`src/rtl/alu_arbiter_if.sv`:
```
// Requester/response/ALU signal bundle between the two requesters, the arbiter and the ALU.
// master = requester/ALU side, slave = arbiter side.
interface alu_arbiter_if;
    logic        req0_valid;
    logic        req0_ready;
    logic [7:0]  req0_opcode;
    logic [15:0] req0_a;
    logic [15:0] req0_b;
    logic        rsp0_valid;
    logic        rsp0_ready;
    logic [15:0] rsp0_result;
    logic [4:0]  rsp0_psr;

    logic        req1_valid;
    logic        req1_ready;
    logic [7:0]  req1_opcode;
    logic [15:0] req1_a;
    logic [15:0] req1_b;
    logic        rsp1_valid;
    logic        rsp1_ready;
    logic [15:0] rsp1_result;
    logic [4:0]  rsp1_psr;

    logic [7:0]  alu_opcode;
    logic [15:0] alu_a;
    logic [15:0] alu_b;
    logic [15:0] alu_result;
    logic [4:0]  alu_psr;

    modport master (
        output req0_valid, req0_opcode, req0_a, req0_b, rsp0_ready,
        output req1_valid, req1_opcode, req1_a, req1_b, rsp1_ready,
        output alu_result, alu_psr,
        input  req0_ready, rsp0_valid, rsp0_result, rsp0_psr,
        input  req1_ready, rsp1_valid, rsp1_result, rsp1_psr,
        input  alu_opcode, alu_a, alu_b
    );

    modport slave (
        input  req0_valid, req0_opcode, req0_a, req0_b, rsp0_ready,
        input  req1_valid, req1_opcode, req1_a, req1_b, rsp1_ready,
        input  alu_result, alu_psr,
        output req0_ready, rsp0_valid, rsp0_result, rsp0_psr,
        output req1_ready, rsp1_valid, rsp1_result, rsp1_psr,
        output alu_opcode, alu_a, alu_b
    );
endinterface

```
`src/rtl/alu_arbiter.sv`:
```
// Shares one registered ALU between two valid/ready requesters, one operation at a time.
// ALU_ARB_FIXED_PRIORITY_EN: when defined, requester 0 always wins ties (default round-robin).
//
// state   | meaning
// IDLE    | arbitrate and accept one request
// ISSUE   | opcode/operands presented; ALU samples at end of cycle
// CAPTURE | ALU output valid; latched into owner's response registers
// RESP    | owner's rsp_valid high until rsp_ready
module alu_arbiter (
    input  logic         clock,
    input  logic         reset,
    alu_arbiter_if.slave bus
);
    typedef enum logic [1:0] {
        IDLE    = 2'd0,
        ISSUE   = 2'd1,
        CAPTURE = 2'd2,
        RESP    = 2'd3
    } state_t;

    state_t      r_state;
    state_t      w_state_next;
    logic        r_owner;
    logic [7:0]  r_opcode;
    logic [15:0] r_alu_a;
    logic [15:0] r_alu_b;
    logic [15:0] r_rsp0_result;
    logic [15:0] r_rsp1_result;
    logic [4:0]  r_rsp0_psr;
    logic [4:0]  r_rsp1_psr;

    logic        w_grant0;
    logic        w_grant1;
    logic        w_ready0;
    logic        w_ready1;
    logic        w_accept;
    logic        w_rsp_done;

`ifdef ALU_ARB_FIXED_PRIORITY_EN
    always_comb begin
        w_grant0 = bus.req0_valid;
        w_grant1 = bus.req1_valid & ~bus.req0_valid;
    end
`else
    logic r_last;

    // On a tie, serve whichever requester did not win last time.
    always_comb begin
        w_grant0 = bus.req0_valid;
        w_grant1 = bus.req1_valid;
        if (bus.req0_valid && bus.req1_valid) begin
            w_grant0 = r_last;
            w_grant1 = ~r_last;
        end
    end

    always_ff @(posedge clock) begin
        if (!reset) begin
            r_last <= 1'b1;
        end else if (w_accept) begin
            r_last <= w_ready1;
        end
    end
`endif

    // Gated by reset so no handshake can complete on a reset edge.
    assign w_ready0   = reset & (r_state == IDLE) & w_grant0;
    assign w_ready1   = reset & (r_state == IDLE) & w_grant1;
    assign w_accept   = w_ready0 | w_ready1;
    assign w_rsp_done = (r_state == RESP) & (r_owner ? bus.rsp1_ready : bus.rsp0_ready);

    always_ff @(posedge clock) begin
        if (!reset) begin
            r_state <= IDLE;
        end else begin
            r_state <= w_state_next;
        end
    end

    always_comb begin
        w_state_next = r_state;
        case (r_state)
            IDLE:    if (w_accept) w_state_next = ISSUE;
            ISSUE:   w_state_next = CAPTURE;
            CAPTURE: w_state_next = RESP;
            RESP:    if (w_rsp_done) w_state_next = IDLE;
            default: w_state_next = IDLE;
        endcase
    end

    always_ff @(posedge clock) begin
        if (!reset) begin
            r_owner       <= 1'b0;
            r_opcode      <= 8'h00;
            r_alu_a       <= 16'h0000;
            r_alu_b       <= 16'h0000;
            r_rsp0_result <= 16'h0000;
            r_rsp1_result <= 16'h0000;
            r_rsp0_psr    <= 5'h00;
            r_rsp1_psr    <= 5'h00;
        end else begin
            if (w_accept) begin
                r_owner  <= w_ready1;
                r_opcode <= w_ready1 ? bus.req1_opcode : bus.req0_opcode;
                r_alu_a  <= w_ready1 ? bus.req1_a      : bus.req0_a;
                r_alu_b  <= w_ready1 ? bus.req1_b      : bus.req0_b;
            end
            if (r_state == CAPTURE) begin
                if (r_owner) begin
                    r_rsp1_result <= bus.alu_result;
                    r_rsp1_psr    <= bus.alu_psr;
                end else begin
                    r_rsp0_result <= bus.alu_result;
                    r_rsp0_psr    <= bus.alu_psr;
                end
            end
        end
    end

    // Opcode 0 outside ISSUE makes the ALU idle without disturbing its flags.
    assign bus.alu_opcode  = (r_state == ISSUE) ? r_opcode : 8'h00;
    assign bus.alu_a       = r_alu_a;
    assign bus.alu_b       = r_alu_b;

    assign bus.req0_ready  = w_ready0;
    assign bus.req1_ready  = w_ready1;
    assign bus.rsp0_valid  = (r_state == RESP) & ~r_owner;
    assign bus.rsp1_valid  = (r_state == RESP) &  r_owner;
    assign bus.rsp0_result = r_rsp0_result;
    assign bus.rsp1_result = r_rsp1_result;
    assign bus.rsp0_psr    = r_rsp0_psr;
    assign bus.rsp1_psr    = r_rsp1_psr;
endmodule

```
`src/flat_wrapper.sv`:
```
// flat-port wrapper written by rule: the top's interface ports become plain ports
module alu_arbiter_flat 
  (clock, reset, bus_req0_valid, bus_req0_opcode, bus_req0_a, bus_req0_b, bus_rsp0_ready, bus_req1_valid, bus_req1_opcode, bus_req1_a, bus_req1_b, bus_rsp1_ready, bus_alu_result, bus_alu_psr, bus_req0_ready, bus_rsp0_valid, bus_rsp0_result, bus_rsp0_psr, bus_req1_ready, bus_rsp1_valid, bus_rsp1_result, bus_rsp1_psr, bus_alu_opcode, bus_alu_a, bus_alu_b);
  alu_arbiter_if bus_i ();
  input  logic clock;
  input  logic reset;
  input wire logic [$bits(bus_i.req0_valid)-1:0] bus_req0_valid;
  input wire logic [$bits(bus_i.req0_opcode)-1:0] bus_req0_opcode;
  input wire logic [$bits(bus_i.req0_a)-1:0] bus_req0_a;
  input wire logic [$bits(bus_i.req0_b)-1:0] bus_req0_b;
  input wire logic [$bits(bus_i.rsp0_ready)-1:0] bus_rsp0_ready;
  input wire logic [$bits(bus_i.req1_valid)-1:0] bus_req1_valid;
  input wire logic [$bits(bus_i.req1_opcode)-1:0] bus_req1_opcode;
  input wire logic [$bits(bus_i.req1_a)-1:0] bus_req1_a;
  input wire logic [$bits(bus_i.req1_b)-1:0] bus_req1_b;
  input wire logic [$bits(bus_i.rsp1_ready)-1:0] bus_rsp1_ready;
  input wire logic [$bits(bus_i.alu_result)-1:0] bus_alu_result;
  input wire logic [$bits(bus_i.alu_psr)-1:0] bus_alu_psr;
  output wire logic [$bits(bus_i.req0_ready)-1:0] bus_req0_ready;
  output wire logic [$bits(bus_i.rsp0_valid)-1:0] bus_rsp0_valid;
  output wire logic [$bits(bus_i.rsp0_result)-1:0] bus_rsp0_result;
  output wire logic [$bits(bus_i.rsp0_psr)-1:0] bus_rsp0_psr;
  output wire logic [$bits(bus_i.req1_ready)-1:0] bus_req1_ready;
  output wire logic [$bits(bus_i.rsp1_valid)-1:0] bus_rsp1_valid;
  output wire logic [$bits(bus_i.rsp1_result)-1:0] bus_rsp1_result;
  output wire logic [$bits(bus_i.rsp1_psr)-1:0] bus_rsp1_psr;
  output wire logic [$bits(bus_i.alu_opcode)-1:0] bus_alu_opcode;
  output wire logic [$bits(bus_i.alu_a)-1:0] bus_alu_a;
  output wire logic [$bits(bus_i.alu_b)-1:0] bus_alu_b;
  assign bus_i.req0_valid = bus_req0_valid;
  assign bus_i.req0_opcode = bus_req0_opcode;
  assign bus_i.req0_a = bus_req0_a;
  assign bus_i.req0_b = bus_req0_b;
  assign bus_i.rsp0_ready = bus_rsp0_ready;
  assign bus_i.req1_valid = bus_req1_valid;
  assign bus_i.req1_opcode = bus_req1_opcode;
  assign bus_i.req1_a = bus_req1_a;
  assign bus_i.req1_b = bus_req1_b;
  assign bus_i.rsp1_ready = bus_rsp1_ready;
  assign bus_i.alu_result = bus_alu_result;
  assign bus_i.alu_psr = bus_alu_psr;
  assign bus_req0_ready = bus_i.req0_ready;
  assign bus_rsp0_valid = bus_i.rsp0_valid;
  assign bus_rsp0_result = bus_i.rsp0_result;
  assign bus_rsp0_psr = bus_i.rsp0_psr;
  assign bus_req1_ready = bus_i.req1_ready;
  assign bus_rsp1_valid = bus_i.rsp1_valid;
  assign bus_rsp1_result = bus_i.rsp1_result;
  assign bus_rsp1_psr = bus_i.rsp1_psr;
  assign bus_alu_opcode = bus_i.alu_opcode;
  assign bus_alu_a = bus_i.alu_a;
  assign bus_alu_b = bus_i.alu_b;
  alu_arbiter u_core (.clock(clock), .reset(reset), .bus(bus_i));
endmodule
```
`config.mk`:
```
export PLATFORM = sky130hd
export DESIGN_NAME = alu_arbiter_flat
export DESIGN_NICKNAME = d
export VERILOG_FILES = /design/src/rtl/alu_arbiter_if.sv /design/src/rtl/alu_arbiter.sv /design/src/flat_wrapper.sv
export SDC_FILE = /design/constraint.sdc
export NUM_CORES = 1
export LEC_CHECK = 0
export ABC_AREA = 1
export CORE_MARGIN = 8
export CORE_UTILIZATION = 66
export DETAILED_ROUTE_END_ITERATION = 8
export DONT_BUFFER_PORTS = 1
export PLACE_DENSITY = 0.85
export SLEW_MARGIN = 20
export SYNTH_ARGS = -nofsm -noshare
export SYNTH_HDL_FRONTEND = slang
export SYNTH_SLANG_ARGS = --single-unit
```
`constraint.sdc`:
```
create_clock -name clock -period 2.2 [get_ports clock]
set_input_delay 0.22 -clock clock [delete_from_list [all_inputs] [get_ports clock]]
set_output_delay 0.22 -clock clock [all_outputs]
set_load 0.05 [all_outputs]
```
**Yosys cells after proc, flatten, opt, wreduce, memory -nomap -nowiden**

Index checks and enable logic that the tools add are counted.

- Add/sub/neg operators: 0
- Multiply operators: 0
- Divide/modulo/power cells: 0
- Magnitude comparators: 0
- Eq/ne operators: 5
- Shifts and indexed selects: 0
- Multiplexer cells: 10
- Bitwise operators: 9
- Reduce and logical (&&, ||, !) cells: 5

Operator list:

| operator | count |
|---|---|
| two-way mux 16 bit | 2 |
| two-way mux 8 bit | 2 |
| one-hot mux 2 bit (4 select lines) | 1 |
| AND 1 bit | 6 |
| AND reduction 2 bit | 3 |
| equality test 2 bit (second input constant) | 2 |
| two-way mux 2 bit | 2 |
| != test 2 x 1 -> 1 bit (second input constant) | 2 |
| two-way mux 1 bit | 3 |
| equality test 2 x 1 -> 1 bit (second input constant) | 1 |
| zero test 2 bit | 1 |
| inverter 1 bit | 2 |
| logical AND 1 bit | 1 |
| OR 1 bit | 1 |

- Flip-flop bits (word level): 86
- Latch bits: 0
- RAM bits: 0
- Bits in read-only memories: 0
- Input port bits: 107
- Output and inout bits: 86
- Word-level logic and storage cells: 39
- Memories: 0

**Logic depth before layout (Yosys ltp)**

Gate-level depths: netlist of run 1.

- Depth in word-level cells: 6
- Depth in mapped cells: 9
- Depth with buffers taken out: 8

**Worst setup path before layout of run 1**

OpenSTA, ideal clock, no wires.

- Kind: register to output
- Start: reg u_core.r_state[0]
- End: out bus_req0_ready
- Data arrival time: 1402 ps
- Required time: 1980 ps
- Path slack: 578 ps
- Stages on the path, launching flop included: 8
- Path buffers: 1
- Path through: dfxtp_1 inv_1 ha_1 nand3_2 inv_2 buf_2 nand2_1 inv_1

- Word-level cells in the longest chain between the ends: 3

Ends and longest elaborated chain:

| element | line | source |
|---|---|---|
| start: declaration | alu_arbiter.sv:21 | `state_t r_state;` |
| start signal: assignment | alu_arbiter.sv:76 | `r_state <= w_state_next;` |
| zero test 2 bit | alu_arbiter.sv:67 | `assign w_ready0 = reset & (r_state == IDLE) & w_grant0;` |
| AND 1 bit (2 in a row) | alu_arbiter.sv:67 |  |
| end: declaration | flat_wrapper.sv:19 | `output wire logic [$bits(bus_i.req0_ready)-1:0] bus_req0_ready;` |

Every way passes these cells.

**Final worst setup path of run 1**

Same ends and word-level chain as after synthesis.

==> results_dict.tcl, run 1 <==
set metrics [dict create \
    htreeDepth 3 \
    clock_path_buffers 2 \
    yosysWarnings 0 \
    hold_class "in2reg" \
    final.setup.tns_ns 0 \
    crit_chain "inv_1, ha_1, nand3_2, inv_6, nand2_1, inv_1, buf_12" \
    power.density_mw_per_mm2 1320 \
    grt_pass1_wl_um 17100 \
    yosysTopAreaCell "dfxtp_1" \
    required_ns 1.98 \
    maxCapViolCount 0 \
    worstPathArrival_ns 1.84 \
    grt_max_degree 52 \
    synth_area_mm2 0.00377 \
    rsz0062_at_grt "no" \
    port_buffers 0 \
    detail_route.first_pass.iterations 5 \
    synth.area.top_cells "dfxtp_1, nand3_1, nand2_1, nor2_1, inv_1" \
    cts_tree "built" \
    reg2reg_slack_ns 0.39 \
    worst_pin_slew_ns 0.712 \
    grt.overflow.total 0 \
    cp-start-kind "flop" \
    worst-path-max-fanout 42 \
    core-area_mm2 0.00551 \
    slew_violations 0 \
    start_util_pct 68.4 \
    seq_power_share_pct 55.5 \
    worstSetupEndpointType "output pin" \
    cp_common_cell "inv_1" \
    clock_skew_ns 0.00825 \
    fp.dieH_um 91.5 \
    clock_latency_ns 0.34 \
    final_antenna_net_count 0 \
    viasPerCell 5.68 \
    nets 645 \
    p_int_mw 3.00 \
    clock.fmax_mhz 486 \
    first_iter_violations 195 \
    post-dp-hpwl_um 7460 \
    die_w_um 91.5 \
    cts.sinks 86 \
    p_leak_nw 2.03 \
    synth.distinct_cells 16 \
    hold_viol_final 0 \
    cp_top_family "buffers and inverters" \
    setup.worst_path.start "u_core.r_state[0]" \
    diodes 0 \
    fin_total_pwr_mw 5.38 \
    netlist_instances 550 \
    p_clk_share_pct 24.0 \
    grt_pass1_vias 3340 \
    synthesis.nets 661 \
    cts_buffers 9 \
    timing.critical_path.depth 7 \
    ys_ff_latch 86 \
    critPathKind "reg2out" \
    critPathCapture "bus_req0_ready" \
    num_vias 3468 \
    grtUsageTotal_pct 24.5 \
    critical_path_buf_inv_count 4 \
    switching_share_pct 44.2 \
    core.rowCount 27 \
    drt_wl_total_um 10600 \
    cpMaxStageDelayCell "dfxtp_1" \
    hp-start "reset" \
    yosysSeqAreaShare_pct 45.7 \
    power_frac_comb_pct 20.5 \
    max_stage_delay_ns 0.33 \
    fin_crit_sh_pct 93.6 \
    dieArea_mm2 0.00838 \
    timing.rr.start "u_core.r_state[0]" \
    antenna_found_initial 0 \
    avgSynthCellArea_um2 6.85 \
    peakVddDrop_v 0.000873 \
    drc 0 \
    syn_to_final_growth_pct 8.21 \
    period_needed_ns 2.06 \
    layout-drive-gt1-share_pct 5.38 \
    final-setup-viol-count 0 \
    multi_input_area_mm2 0.00164 \
    r2r-end "u_core.r_state[1]" \
    regArea_mm2 0.00172 \
    synth_top_area_share_pct 45.7 \
    fillers 451 \
    timing.slew.headroom_pct 52.5 \
    reg2reg_depth 7 \
    clockRootBuffer "clkbuf_8" \
    p_sw_mw 2.38 \
    status "complete, no violations" \
    clk_pin_slew_ns 0.09 \
    gp_congestion 0.817 \
    whs_ns 0.00729 \
    wl_per_cell_um 17.4 \
    ios 193 \
]
[worst min-delay path by stage]
| stage | endpoint | slack [ns] | cells past startpoint |
|---|---|---|---|
| after floorplan | u_core.bus.rsp0_result[7] | 0.38 | 2 |
| after global placement | u_core.bus.alu_b[11] | 0.33 | 2 |
| after detailed placement | u_core.bus.alu_a[12] | 0.33 | 2 |
| after CTS | u_core.bus.rsp0_psr[0] | 0.0006 | 2 |
| after global routing | u_core.bus.alu_b[10] | 0.001 | 2 |
| final | u_core.bus.rsp1_result[11] | 0.007 | 2 |
[cell type report]
class	count	share of cell area, %
inverter	61	5.74
tap	72	2.21
multi-input combinational	364	40.1
clock buffer	10	3.13
clock inverter	6	2.67
sequential	86	42.2
timing repair buffer	12	3.87
[power by group through the flow]
stage	Combinational, mW	Sequential, mW	Clock [mW]
2_1_floorplan	0.887	2.94	0
3_3_place_gp	1.01	3.02	0
3_5_place_dp	1.08	3.03	0
4_1_cts	1.10	2.99	1.31
5_1_grt	1.26	3.02	1.38
6_report	1.11	2.99	1.29
[what timing repair did]
| item | in CTS | in global routing |
|---|---|---|
| endpoints found under the hold margin | 38 | 3 |
| buffers inserted | 0 | 0 |
| hold buffers | 2 | 1 |
| gates resized for setup | 1 | 1 |
| setup endpoints to repair | 1 | 1 |
[Yosys cell counts]
| master | n |
|---|---|
| nand3_2 | 2 |
| inv_1 | 60 |
| buf_4 | 5 |
| a21oi_1 | 2 |
| buf_1 | 3 |
| ha_1 | 4 |
| nand3_1 | 124 |
| dfxtp_1 | 86 |
| buf_2 | 12 |
| inv_2 | 1 |
| nor2_4 | 1 |
| nor2_1 | 87 |
| o21ai_0 | 42 |
| nand2_1 | 101 |
| clkbuf_1 | 19 |
| o211ai_1 | 1 |
[cells by family after synthesis]
family                     after synthesis  share of synthesized area [%]
and+or+nand+nor                        315                           36.0
DFF                                     86                           45.7
buffers and inverters                  100                           10.9
adders and majority gates                4                           1.33
AOI/OAI and AO/OA                       45                           6.05
[sequential cells by signal, indices dropped and copies added (netlist names)]
register and cells:
u_core.bus.rsp1_psr 5, u_core.r_state 2, u_core.bus.alu_a 16, u_core.bus.rsp1_result 16
u_core.bus.alu_b 16, u_core.bus.rsp0_result 16, u_core.r_last 1, u_core.r_opcode 8
u_core.bus.rsp0_psr 5, u_core.r_owner 1
[placed cells by master (no fill, tap or decap)]
cell type	count
ha_1	4
clkinv_2	2
nand3_1	124
inv_1	60
nand3_2	2
clkbuf_8	9
buf_12	5
nor2_4	1
nand2_1	101
nor2_1	87
o211ai_1	1
a21oi_1	2
buf_4	5
dlygate4sd3_1	2
bufinv_16	3
o21ai_0	42
dfxtp_1	86
clkbuf_1	1
inv_6	2
[stage by stage]
stage	worst slack [ns]	cell area, um2	cells	util (%)
final	0.141	4080	611	74.0
after global routing	0.0286	4080	611	74.0
after CTS	0.0803	4060	610	73.8
after detailed placement	0.269	3790	592	68.9
after global placement	0.351	3790	592	68.9
after floorplan	0.578	3770	550	-
[routing by layer]
layer	vias up	routed length, um	track usage [%]
met3	14	1370	10.0
met1	1545	3810	27.7
met5	-	0	0
met2	202	5300	41.3
met4	0	155	6.96
li1	1707	-	-
No activity file was read; power rests on OpenSTA's default activity.
==> run 2: changes to the inputs <==
- CAP_MARGIN: default -> 15
==> results of run 2 <==
Final layout, timing and power as in run 1 (identical DEF).
==> run 3: changes to the inputs <==
- PLACE_DENSITY: 0.85 -> 0.82
- RECOVER_POWER: default -> 25
- clock period: 2.2 -> 2.6 ns (I/O delays scaled with it)
==> results_dict.tcl, run 3 (synthesized netlist as in run 1, its figures left out) <==
set metrics [dict create \
    status "complete, no violations" \
    p_int_mw 2.48 \
    cts.sinks 86 \
    clock_skew_ns 0.0106 \
    syn_to_final_growth_pct 6.38 \
    clock_path_buffers 2 \
    clockRootBuffer "clkbuf_8" \
    worstSetupEndpointType "output pin" \
    met2_usage_pct 39.3 \
    reg2reg_depth 9 \
    diodes 0 \
    use_met3_pct 12.4 \
    mostFrequentLayoutCells "nand3_1, nand2_1, nor2_1" \
    final.setup.tns_ns 0 \
    worst_pin_slew_ns 0.672 \
    ios 193 \
    dieArea_mm2 0.00838 \
    post-dp-hpwl_um 7580 \
    antenna_found_initial 0 \
    fin_crit_sh_pct 78.5 \
    period_needed_ns 2.04 \
    p_clk_share_pct 23.8 \
    hold_viol_final 0 \
    drt_wl_total_um 10600 \
    grt_pass1_vias 3298 \
    critPathKind "reg2out" \
    fp.dieH_um 91.5 \
    worst-path-max-fanout 14 \
    required_ns 2.34 \
    num_vias 3459 \
    place_inst 593 \
    switching_share_pct 44.7 \
    power_frac_comb_pct 19.9 \
    p_leak_nw 2.01 \
    worstPathArrival_ns 1.78 \
    peakVddDrop_v 0.000803 \
    gr-max-usage-layer "met2" \
    cts_tree "built" \
    final-instance-count-excl-fill 610 \
    cts_setup_buffers 0 \
    grt_pass1_wl_um 16600 \
    die_w_um 91.5 \
    cp-start-kind "flop" \
    slew_violations 0 \
    p_sw_mw 2.01 \
    final-setup-viol-count 0 \
    rsz0062_at_grt "no" \
    gr-usage-met1_pct 25.4 \
    setup_ws_ns 0.559 \
    power.density_mw_per_mm2 1120 \
    core-area_mm2 0.00551 \
    viasPerCell 5.67 \
    mostFrequentLayoutCell "nand3_1" \
    core.rowCount 27 \
    layout-drive-gt1-share_pct 5.39 \
    clock.fmax_mhz 490 \
    grt_max_degree 89 \
    maxCapViolCount 0 \
    gp_congestion 0.816 \
    grtUsageTotal_pct 24.2 \
    clk_pin_slew_ns 0.09 \
    htreeDepth 3 \
    seq_power_share_pct 56.3 \
    final_antenna_net_count 0 \
    grt.overflow.total 0 \
    timing.slew.headroom_pct 55.2 \
    wl_per_cell_um 17.4 \
    detail_route.first_pass.iterations 5 \
    first_iter_violations 185 \
    hold_class "in2reg" \
    nets 644 \
    drc 0 \
    start_util_pct 68.4 \
    cts_buffers 9 \
    pre_cts_ws_ns 0.728 \
    clock_latency_ns 0.35 \
    port_buffers 0 \
    whs_ns 0.0354 \
    holdPathStages 2 \
]
## run 3: cell types whose count changed in the layout (fill, tap and decap cells not counted)
cell | before | now
buf_12 | 5 | 1
buf_4 | 5 | 9
clkbuf_8 | 9 | 11
clkinv_2 | 2 | 0
bufinv_16 | 3 | 2
clkinv_4 | 0 | 1
dlygate4sd3_1 | 2 | 1
inv_2 | 0 | 1
inv_6 | 2 | 1
## run 3: path summary, 6_finish.rpt
path                                         from                        end  slack, ns
worst min-delay path                        reset  u_core.bus.rsp1_result[9]       0.04
worst min register to register      u_core.r_last              u_core.r_last       0.53
worst max register to register  u_core.r_state[0]        u_core.bus.alu_b[1]       0.71
worst max-delay path            u_core.r_state[0]             bus_req0_ready       0.56
## run 3: what timing repair did
item / in CTS / in global routing
endpoints found under the hold margin: 1 / 0
hold buffers: 1 / 0
resized for setup: 0 / 0
## run 3: routing by layer
metal | up-vias | share of wire [%]
li1 | 1701 | -
met1 | 1552 | 35
met2 | 181 | 48
met3 | 25 | 14
met4 | 0 | 3.1
met5 | - | 0
## run 3: power groups by stage
stage | Clock [mW] | Combinational [mW] | Sequential [mW]
2_1_floorplan | 0 | 0.751 | 2.49
3_3_place_gp | 0 | 0.850 | 2.56
3_5_place_dp | 0 | 0.889 | 2.57
4_1_cts | 1.09 | 0.898 | 2.54
5_1_grt | 1.14 | 1.02 | 2.56
6_report | 1.07 | 0.894 | 2.53
## run 3: cell type report
cell class / instances / area, um2
fill: 448 / 1500
timing repair buffer: 11 / 97.6
tap: 72 / 90.1
clock inverter: 4 / 77.6
sequential: 86 / 1720
multi-input combinational: 364 / 1640
inverter: 61 / 229
clock buffer: 12 / 155
## run 3: through the flow
stage                     utilization, %  total power [mW]  area (um2)
after detailed placement            68.3              3.46        3760
after global routing                72.8              4.72        4010
final                               72.8              4.49        4010
after floorplan                        -              3.24        3770
after global placement              68.3              3.41        3760
after CTS                           72.8              4.52        4010
## run 3: critical path: stages (launching register included)
cell and delay, ns:
dfxtp_1 0.34, inv_1 0.10, ha_1 0.26, nand3_2 0.28, inv_2 0.13, nand2_1 0.08, inv_1 0.12, buf_12 0.14
